[src/rtl/riscv_fetch_buffer_if.sv]
// Fetch-buffer bus bundle: redirect/trap control, instruction-memory channel
// and the instruction stream toward the core.
interface riscv_fetch_buffer_if;
  logic        start_valid;
  logic [31:0] start_pc;
  logic        trap;
  logic        mem_req;
  logic [31:0] mem_addr;
  logic        mem_gnt;
  logic        mem_rvalid;
  logic [31:0] mem_rdata;
  logic [31:0] instr;
  logic [31:0] pc;
  logic        instr_valid;
  logic        instr_ready;
  logic        busy;

  modport master (
    input  start_valid, start_pc, trap, mem_gnt, mem_rvalid, mem_rdata, instr_ready,
    output mem_req, mem_addr, instr, pc, instr_valid, busy
  );

  modport slave (
    output start_valid, start_pc, trap, mem_gnt, mem_rvalid, mem_rdata, instr_ready,
    input  mem_req, mem_addr, instr, pc, instr_valid, busy
  );
endinterface

[src/rtl/riscv_fetch_buffer.sv]
// Instruction prefetch buffer: one outstanding word fetch at a time into a
// DEPTH-entry {pc, instr} FIFO, with redirect, trap flush and response draining.
module riscv_fetch_buffer #(
  parameter int DEPTH = 4
) (
  input logic                  clk,
  input logic                  reset,
  riscv_fetch_buffer_if.master bus
);
  localparam int AW = $clog2(DEPTH);
  localparam int CW = $clog2(DEPTH + 1);
  localparam logic [CW-1:0] DEPTH_C = CW'(DEPTH);

  typedef enum logic [2:0] {IDLE, REQ, WAIT, STALL, DRAIN} state_e;

  typedef struct packed {
    logic [31:0] pc;
    logic [31:0] instr;
  } entry_t;

  state_e        state, state_nxt;
  logic [31:0]   fetch_pc, fetch_pc_nxt;
  logic [31:0]   redir_pc, redir_pc_nxt;
  logic          redir_pend, redir_pend_nxt;
  logic [31:0]   start_aligned;
  entry_t        fifo [DEPTH];
  logic [AW-1:0] rd_ptr, wr_ptr;
  logic [CW-1:0] count;
  logic [CW:0]   post_cnt;
  logic          not_empty, push, pop, flush;

  assign start_aligned = bus.start_pc & ~32'h3;
  assign not_empty     = (count != '0);
  assign pop           = not_empty & bus.instr_ready;
  assign post_cnt      = {1'b0, count} + (CW+1)'(1) - (CW+1)'(pop);

  // State register
  always_ff @(posedge clk) begin
    if (!reset) state <= IDLE;
    else        state <= state_nxt;
  end

  // Next-state and datapath control
  always_comb begin
    state_nxt      = state;
    fetch_pc_nxt   = fetch_pc;
    redir_pc_nxt   = redir_pc;
    redir_pend_nxt = redir_pend;
    push           = 1'b0;
    flush          = 1'b0;
    if (bus.trap) begin
      flush          = 1'b1;
      redir_pend_nxt = 1'b0;
      // Stay in DRAIN while a response is still owed, otherwise it would be
      // mistaken for the reply to the next request.
      unique case (state)
        REQ:          state_nxt = bus.mem_gnt    ? DRAIN : IDLE;
        WAIT, DRAIN:  state_nxt = bus.mem_rvalid ? IDLE  : DRAIN;
        default:      state_nxt = IDLE;
      endcase
    end else begin
      unique case (state)
        IDLE: begin
          if (bus.start_valid) begin
            fetch_pc_nxt = start_aligned;
            state_nxt    = REQ;
          end
        end
        REQ: begin
          if (bus.start_valid) begin
            flush = 1'b1;
            if (bus.mem_gnt) begin
              redir_pc_nxt   = start_aligned;
              redir_pend_nxt = 1'b1;
              state_nxt      = DRAIN;
            end else begin
              fetch_pc_nxt = start_aligned;
            end
          end else if (bus.mem_gnt) begin
            state_nxt = WAIT;
          end
        end
        WAIT: begin
          if (bus.start_valid) begin
            flush = 1'b1;
            // A response landing on this same edge leaves nothing to drain.
            if (bus.mem_rvalid) begin
              fetch_pc_nxt = start_aligned;
              state_nxt    = REQ;
            end else begin
              redir_pc_nxt   = start_aligned;
              redir_pend_nxt = 1'b1;
              state_nxt      = DRAIN;
            end
          end else if (bus.mem_rvalid) begin
            push         = 1'b1;
            fetch_pc_nxt = fetch_pc + 32'd4;
            state_nxt    = (post_cnt < {1'b0, DEPTH_C}) ? REQ : STALL;
          end
        end
        STALL: begin
          if (bus.start_valid) begin
            flush        = 1'b1;
            fetch_pc_nxt = start_aligned;
            state_nxt    = REQ;
          end else if (count < DEPTH_C) begin
            state_nxt = REQ;
          end
        end
        DRAIN: begin
          if (bus.start_valid) begin
            redir_pc_nxt   = start_aligned;
            redir_pend_nxt = 1'b1;
          end
          if (bus.mem_rvalid) begin
            redir_pend_nxt = 1'b0;
            if (bus.start_valid || redir_pend) begin
              fetch_pc_nxt = bus.start_valid ? start_aligned : redir_pc;
              state_nxt    = REQ;
            end else begin
              state_nxt = IDLE;
            end
          end
        end
        default: state_nxt = IDLE;
      endcase
    end
  end

  // Outputs
  always_comb begin
    bus.mem_req  = 1'b0;
    bus.mem_addr = '0;
    bus.busy     = (state != IDLE);
    if (state == REQ) begin
      bus.mem_req  = 1'b1;
      bus.mem_addr = fetch_pc;
    end
  end

  always_ff @(posedge clk) begin
    if (!reset) begin
      fetch_pc   <= '0;
      redir_pc   <= '0;
      redir_pend <= 1'b0;
      rd_ptr     <= '0;
      wr_ptr     <= '0;
      count      <= '0;
    end else begin
      fetch_pc   <= fetch_pc_nxt;
      redir_pc   <= redir_pc_nxt;
      redir_pend <= redir_pend_nxt;
      if (flush) begin
        rd_ptr <= '0;
        wr_ptr <= '0;
        count  <= '0;
      end else begin
        if (push) wr_ptr <= wr_ptr + AW'(1);
        if (pop)  rd_ptr <= rd_ptr + AW'(1);
        count <= count + CW'(push) - CW'(pop);
      end
    end
  end

  // Storage needs no reset: reads are masked while the FIFO is empty.
  always_ff @(posedge clk) begin
    if (push) fifo[wr_ptr] <= '{pc: fetch_pc, instr: bus.mem_rdata};
  end

  assign bus.instr_valid = not_empty;
  assign bus.instr       = not_empty ? fifo[rd_ptr].instr : '0;
  assign bus.pc          = not_empty ? fifo[rd_ptr].pc    : '0;
endmodule

[src/flat_wrapper.sv]
// flat-port wrapper written by rule: the top's interface ports become plain ports
module riscv_fetch_buffer_flat 
#(
  parameter int DEPTH = 4
)
  (clk, reset, bus_start_valid, bus_start_pc, bus_trap, bus_mem_gnt, bus_mem_rvalid, bus_mem_rdata, bus_instr_ready, bus_mem_req, bus_mem_addr, bus_instr, bus_pc, bus_instr_valid, bus_busy);
  riscv_fetch_buffer_if bus_i ();
  input logic clk;
  input logic reset;
  input wire logic [$bits(bus_i.start_valid)-1:0] bus_start_valid;
  input wire logic [$bits(bus_i.start_pc)-1:0] bus_start_pc;
  input wire logic [$bits(bus_i.trap)-1:0] bus_trap;
  input wire logic [$bits(bus_i.mem_gnt)-1:0] bus_mem_gnt;
  input wire logic [$bits(bus_i.mem_rvalid)-1:0] bus_mem_rvalid;
  input wire logic [$bits(bus_i.mem_rdata)-1:0] bus_mem_rdata;
  input wire logic [$bits(bus_i.instr_ready)-1:0] bus_instr_ready;
  output wire logic [$bits(bus_i.mem_req)-1:0] bus_mem_req;
  output wire logic [$bits(bus_i.mem_addr)-1:0] bus_mem_addr;
  output wire logic [$bits(bus_i.instr)-1:0] bus_instr;
  output wire logic [$bits(bus_i.pc)-1:0] bus_pc;
  output wire logic [$bits(bus_i.instr_valid)-1:0] bus_instr_valid;
  output wire logic [$bits(bus_i.busy)-1:0] bus_busy;
  assign bus_i.start_valid = bus_start_valid;
  assign bus_i.start_pc = bus_start_pc;
  assign bus_i.trap = bus_trap;
  assign bus_i.mem_gnt = bus_mem_gnt;
  assign bus_i.mem_rvalid = bus_mem_rvalid;
  assign bus_i.mem_rdata = bus_mem_rdata;
  assign bus_i.instr_ready = bus_instr_ready;
  assign bus_mem_req = bus_i.mem_req;
  assign bus_mem_addr = bus_i.mem_addr;
  assign bus_instr = bus_i.instr;
  assign bus_pc = bus_i.pc;
  assign bus_instr_valid = bus_i.instr_valid;
  assign bus_busy = bus_i.busy;
  riscv_fetch_buffer #(.DEPTH(DEPTH)) u_core (.clk(clk), .reset(reset), .bus(bus_i));
endmodule
[config.mk]
export PLATFORM = sky130hd
export DESIGN_NAME = riscv_fetch_buffer_flat
export DESIGN_NICKNAME = d
export VERILOG_FILES = /design/src/rtl/riscv_fetch_buffer_if.sv /design/src/rtl/riscv_fetch_buffer.sv /design/src/flat_wrapper.sv
export SDC_FILE = /design/constraint.sdc
export NUM_CORES = 1
export LEC_CHECK = 0
export BUFFER_PORTS_ARGS = -buffer_cell sky130_fd_sc_hd__buf_2
export CORE_MARGIN = 3
export CORE_UTILIZATION = 30
export CTS_BUF_LIST = sky130_fd_sc_hd__clkbuf_4
export CTS_CLUSTER_SIZE = 24
export DETAILED_ROUTE_END_ITERATION = 16
export PLACE_DENSITY = 0.47
export RECOVER_POWER = 100
export SYNTH_ARGS = -nofsm -noshare
export SYNTH_HDL_FRONTEND = slang
export SYNTH_SLANG_ARGS = --single-unit
[constraint.sdc]
create_clock -name clk -period 4.51 [get_ports clk]
set_input_delay 0.902 -clock clk [delete_from_list [all_inputs] [get_ports clk]]
set_output_delay 0.902 -clock clk [all_outputs]
set_load 0.005 [all_outputs]
# ---- Yosys cells after proc, flatten, opt, wreduce, memory -nomap -nowiden
# Memories as Yosys holds them, arrays and structs flattened. A register that Yosys moved wholly into a read port is not among the register bits.
# Cells that the tools add are included.
# Widths: inputs -> output; s select.
dict set report op_classes {
  order_cmp 2
  n_bitwise 3
  n_eq_ne 19
  addsub 7
  muxes 54
  reduce_logical 15
}
# op count
set op_table {}
lappend op_table {{$mux 32} 16}
lappend op_table {{$pmux 32 s4} 1}
lappend op_table {{$pmux 32 s3} 1}
lappend op_table {{$mux 3} 13}
lappend op_table {{$add 32x3->32 const B} 1}
lappend op_table {{$mux 1} 17}
lappend op_table {{$pmux 3 s5} 1}
lappend op_table {{$ne 2x2->1 const B} 7}
lappend op_table {{$ne 3x3->1 const B} 4}
lappend op_table {{$reduce_and 6->1} 2}
lappend op_table {{$reduce_bool 3->1} 3}
lappend op_table {{$reduce_and 8->1} 1}
lappend op_table {{$reduce_or 2->1} 4}
lappend op_table {{$eq 3x2->1 const B} 2}
lappend op_table {{$mux 2} 3}
lappend op_table {{$pmux 3 s2} 1}
lappend op_table {{$reduce_and 5->1} 1}
lappend op_table {{$add 2x1->2 const B} 2}
lappend op_table {{$add 3x1->4 const B} 1}
lappend op_table {{$lt 4x3->1 const B} 1}
lappend op_table {{$ne 2x1->1 const B} 2}
lappend op_table {{$ne 4x3->1 const B} 1}
lappend op_table {{$ne 4x4->1 const B} 1}
lappend op_table {{$reduce_bool 4->1} 1}
lappend op_table {{12 further kinds} 13}
dict set report word_totals {
  ram_bits 256
  in_bits 71
  n_memories 1
  ff_bits 75
  word_cells 108
}
# memory depth word_bits read_ports rd_clocked_by_memory_dff wr line
set mem_list {}
lappend mem_list {u_core.fifo 4 64 1 1 1 riscv_fetch_buffer.sv:26} ;# entry_t fifo [DEPTH];

# ---- Depth between registers and ports, before layout
dict set report depth {
  ltp_word 9
  ltp_mapped 9
  mapped_depth_nobuf 8
}

# ---- Worst setup path before layout
# OpenSTA, ideal clock, no wires.
dict set report synth_timing {
  kind {input to register}
  from {input port bus_start_valid}
  to {memory u_core.fifo[1][0] (netlist bit), enable pin}
  t_arrival_ns 3.287
  cell_stages 5
  slack_ns 0.794
  cell_sequence {buf_2 > nor4b_1 > and3_1 > clkbuf_1 > and2_1}
}
dict set report synth_via {
  elab_chain_cells 5
}
# item line
set synth_rtl {}
lappend synth_rtl {{start, declared} flat_wrapper.sv:10} ;# input wire logic [$bits(bus_i.start_valid)-1:0] bus_start_valid;
lappend synth_rtl {{$mux 1} riscv_fetch_buffer.sv:84} ;# if (bus.start_valid) begin
lappend synth_rtl {{$mux 1} riscv_fetch_buffer.sv:62} ;# unique case (state)
lappend synth_rtl {{$mux 1} riscv_fetch_buffer.sv:51} ;# if (bus.trap) begin
lappend synth_rtl {{net u_core.push} riscv_fetch_buffer.sv:30} ;# logic not_empty, push, pop, flush;
lappend synth_rtl {{$mux 1} riscv_fetch_buffer.sv:167} ;# if (push) fifo[wr_ptr] <= '{pc: fetch_pc, instr: bus.mem_rdata};
lappend synth_rtl {{$mux 1 (implied by the code)} riscv_fetch_buffer.sv:167}
lappend synth_rtl {{end, declared} riscv_fetch_buffer.sv:26}
# The timed path passes the listed nets, and every way through them passes these cells.

==> run summary <==
The pin slew with the least headroom to its limit came out at 1.84 ns. The xor and xnor area share after synthesis came out at 0.431%. The worst clock skew on the final layout came out at 0.0398 ns. The total core area is 0.0467 mm².

The synthesized netlist contains 73 unique library cells. The estimated wirelength of the detail-placed design came out at 24000 µm. The worst setup path is of the flop to primary output kind. The part of the cycle the worst path needs came out at 87.1%.

Registers take 0.00923 mm². The later pin in the worst-skew pair is clocked with a latency of 0.79 ns. The largest single stage delay on the critical path is 1.21 ns. The global router's overall resource usage is 15.2%. The hold buffer count at CTS is 0. The CTS clock-pin slew for the worst setup and hold paths is 0.06 ns.

The critical register-to-register path startpoint is u_core.state[1]$_SDFFE_PN0P_. The worst reg2reg path depth is 4. After global routing the overflow that remains totals 0.

The required time at the endpoint of the critical path is 3.61 ns. The signal on the critical path passes through buf_4 > mux4_2 > and2_0 > buf_2. The die is 224 µm wide. The number of max-capacitance violations reported came out at 3. The number of slew-limit violations in the final report is 61. The total power consumption of the routed design came out at 6.38 mW. The first global-routing pass estimated 58300 µm of wire.

The post-CTS repair timing setup buffer count is 0. The setup slack after layout is 0.582 ns. The total negative slack for setup checks came out at 0 ns. The mean area per synthesized cell is 14.2 µm². The number of instances in the synthesized netlist came out at 1001.

Summing the sequential cell areas from Yosys gives 64.9% of the chip area. The tightest min-delay check is of the input port to flop type. The final layout contains 1303 nets. The setup slack at placement is 1.31 ns. The final reports fail on capacitance limit, slew limit. The slack of the worst reg-to-reg path came out at 0.76 ns. The mean number of vias per cell came out at 4.97. The number of remaining DRC errors is 0. The startpoint identified for the worst hold timing path is bus_mem_rdata[3].

The final weighted congestion of routability-driven global placement came out at 0.767. The largest net degree at the start of global routing is 49. No sink is reached through more buffers than the 3 on the longest clock path. The post-synth design cell area came out at 0.0142 mm². The power per cell area came out at 378 mW/mm². The average detailed-routed wire length per instance is 19.9 µm.

The post-route netlist has 28.7% of its cells at a drive strength greater than 1. The die covers 0.0500 mm². The final-layout fill cell count came out at 4660.

The number of synthesized flops with an enable pin came out at 256. The slowest cell on the critical path is sky130_fd_sc_hd__dfxtp_2. Counting every net in the synthesized netlist gives 1081. Subtracting the final worst setup slack from the clock period gives 3.93 ns. The count of nets left with antenna violations once routing finished came out at 0. The number of global-route vias before repair is 9786.

The most repeated cell in the gate-level netlist after synthesis is sky130_fd_sc_hd__edfxtp_1. The multi-input combinational cells in the finished layout cover a total of 0.00466 mm². In the synthesized netlist the dominant register cell turns out to be sky130_fd_sc_hd__edfxtp_1. The total of buffers placed on input and output ports came out at 167. The setup-violating endpoint count in the final report is 0. The flop and latch count out of synthesis came out at 333. For this run, the share of the core covered by cells in the final layout is 36.2%. For this block, the initial DRC count from the detailed router was 649. The combinational family with the most area after synthesis is simple AND/OR/NAND/NOR gates. The count of warnings emitted by yosys came out at 0. The number of clock buffers added by TritonCTS is 93. Setup repair after global routing left no endpoint under its margin. The worst max-slew margin expressed relative to the limit came out at -22.5%. The height of the die came out at 224 µm. The aggregate routed wire length is 37600 µm. Across all layers, the routed design uses 9429 vias. Summed over its instances, the top area cell type makes up 54.1% of the synthesized netlist area. The flow ran to the end, but the final reports show violations. TritonCTS built the clock tree. The biggest fanout along the worst timing path is 46. The maximum vdd ir drop came out at 0.000128 V. The final hold violation count came out at 0. The arrival time of the worst setup path is 3.03 ns. For this configuration, the core starts out at a cell density of 30.5%.

The multiplexer fraction of the synthesized cell area came out at 10.4%. The endpoint of the lowest-slack register-to-register path is u_core.fifo[1][50]$_DFFE_PP_. The number of antenna violations at the first check in global routing came out at 2.

Counting instances in the post-synthesis netlist gives the leading cell types as sky130_fd_sc_hd__edfxtp_1 (256), sky130_fd_sc_hd__and2_1 (101), sky130_fd_sc_hd__nand2_1 (83), sky130_fd_sc_hd__dfxtp_1 (77), sky130_fd_sc_hd__mux4_2 (64). In this run the count of I/O pins placed on the die edge is 170. The clock drives 333 sinks.

Once placement completed, the tool counted placed cells totaling 1735. STA classifies the critical path endpoint as a primary output. The standard-cell row count came out at 79. The post-route non-filler standard cell count came out at 1896. Compared with the post-synthesis result, the final layout area differs by 18.7%. The launching element type of the critical path is a flop. The most critical setup path has its endpoint at bus_instr[15]. The quantity of gates resized following cts is 0. The synthesized netlist devotes 9.07% of its cell area to compound gates. The clock root buffer master is sky130_fd_sc_hd__clkbuf_4. The iteration count of the initial detailed-routing pass came out at 7. The maximum clock frequency is 255 MHz. The cell taking the most area after synthesis is sky130_fd_sc_hd__edfxtp_1. The fraction of the mapped netlist area in simple logic gates came out at 11.8%. Summed over all cells, the static leakage comes to 5.71 nW. After synthesis, the cell types taking the most area are sky130_fd_sc_hd__edfxtp_1 (54%), sky130_fd_sc_hd__dfxtp_1 (11%), sky130_fd_sc_hd__mux4_2 (10%), sky130_fd_sc_hd__and2_1 (4.4%), sky130_fd_sc_hd__nand2_1 (2.2%). The synthesized netlist devotes 0.845% of its cell area to adder and majority cells. The fraction of registers with async set/reset is 0%.

The number of levels the H-tree was split into came out at 3.
per-layer routing:
layer / share of wire [%] / GRT usage [%]
met5: 0 / 0
met4: 2.0 / 4.95
met3: 6.3 / 4.39
met2: 49 / 24.7
met1: 43 / 19.7
final cells by class:
cell class	count	area share (%)
clock buffer	132	5.87
antenna	2	0.0296
inverter	18	0.400
tap	607	4.50
multi-input combinational	580	27.6
clock inverter	27	1.06
timing repair buffer	197	5.82
sequential	333	54.7
through the flow:
| step | cell area, µm² | hold WS [ns] |
|---|---|---|
| 5_1_grt | 16900 | 0.274 |
| 6_report | 16900 | 0.365 |
| 4_1_cts | 17000 | 0.203 |
| 2_1_floorplan | 14200 | 0.432 |
| 3_5_place_dp | 15800 | 0.446 |
| 3_3_place_gp | 15800 | 0.439 |
state kept, by name, summed over array words and instances (netlist names), named ones only:
signal             count
u_core.count           3
u_core.state           3
u_core.redir_pend      1
u_core.fifo          256
u_core.rd_ptr          2
u_core.redir_pc       32
u_core.fetch_pc       32
u_core.wr_ptr          2
cell families after synthesis:
kind of cell,after synthesis
AOI/OAI and AO/OA,185
xor gates and xnor gates,7
adders and majority gates,9
buffers and inverters,88
DFF,333
muxes,68
and+or+nand+nor,311
cell usage in the layout (no fill, tap or decap), types with 37 or more instances in the layout:
cell type / Yosys / final
sky130_fd_sc_hd__a21oi_1: 55 / 55
sky130_fd_sc_hd__and2_0: 0 / 51
sky130_fd_sc_hd__and2_1: 101 / 48
sky130_fd_sc_hd__buf_2: 18 / 112
sky130_fd_sc_hd__clkbuf_1: 52 / 63
sky130_fd_sc_hd__clkbuf_4: 0 / 132
sky130_fd_sc_hd__dfxtp_1: 77 / 75
sky130_fd_sc_hd__edfxtp_1: 256 / 256
sky130_fd_sc_hd__mux4_2: 64 / 64
sky130_fd_sc_hd__nand2_1: 83 / 84
sky130_fd_sc_hd__nor2_1: 37 / 37
how the worst min path moves through the flow:
stage	slack (ns)	cells after the start	endpoint
2_1_floorplan	0.43	2	u_core.redir_pc[18]$_SDFFE_PN0P_
6_report	0.36	1	u_core.fifo[2][3]$_DFFE_PP_
4_1_cts	0.20	1	u_core.fifo[3][3]$_DFFE_PP_
5_1_grt	0.27	1	u_core.fifo[3][15]$_DFFE_PP_
3_5_place_dp	0.45	2	u_core.redir_pc[4]$_SDFFE_PN0P_
3_3_place_gp	0.44	2	u_core.redir_pc[18]$_SDFFE_PN0P_
worst max-delay path: cells and delay by family (launching register included):
family	cells	cell delay (ns)
flip-flops	1	1.21
buffers and inverters	2	0.51
multiplexers	1	0.31
AND/OR/NAND/NOR	1	0.18
report_power, final:
group	internal [mW]	leakage (nW)	switching, mW
clock	1.46	0.686	1.25
sequential	3.34	2.91	0.0779
combinational	0.0934	2.12	0.169
Power figures use the tool's default switching activity.
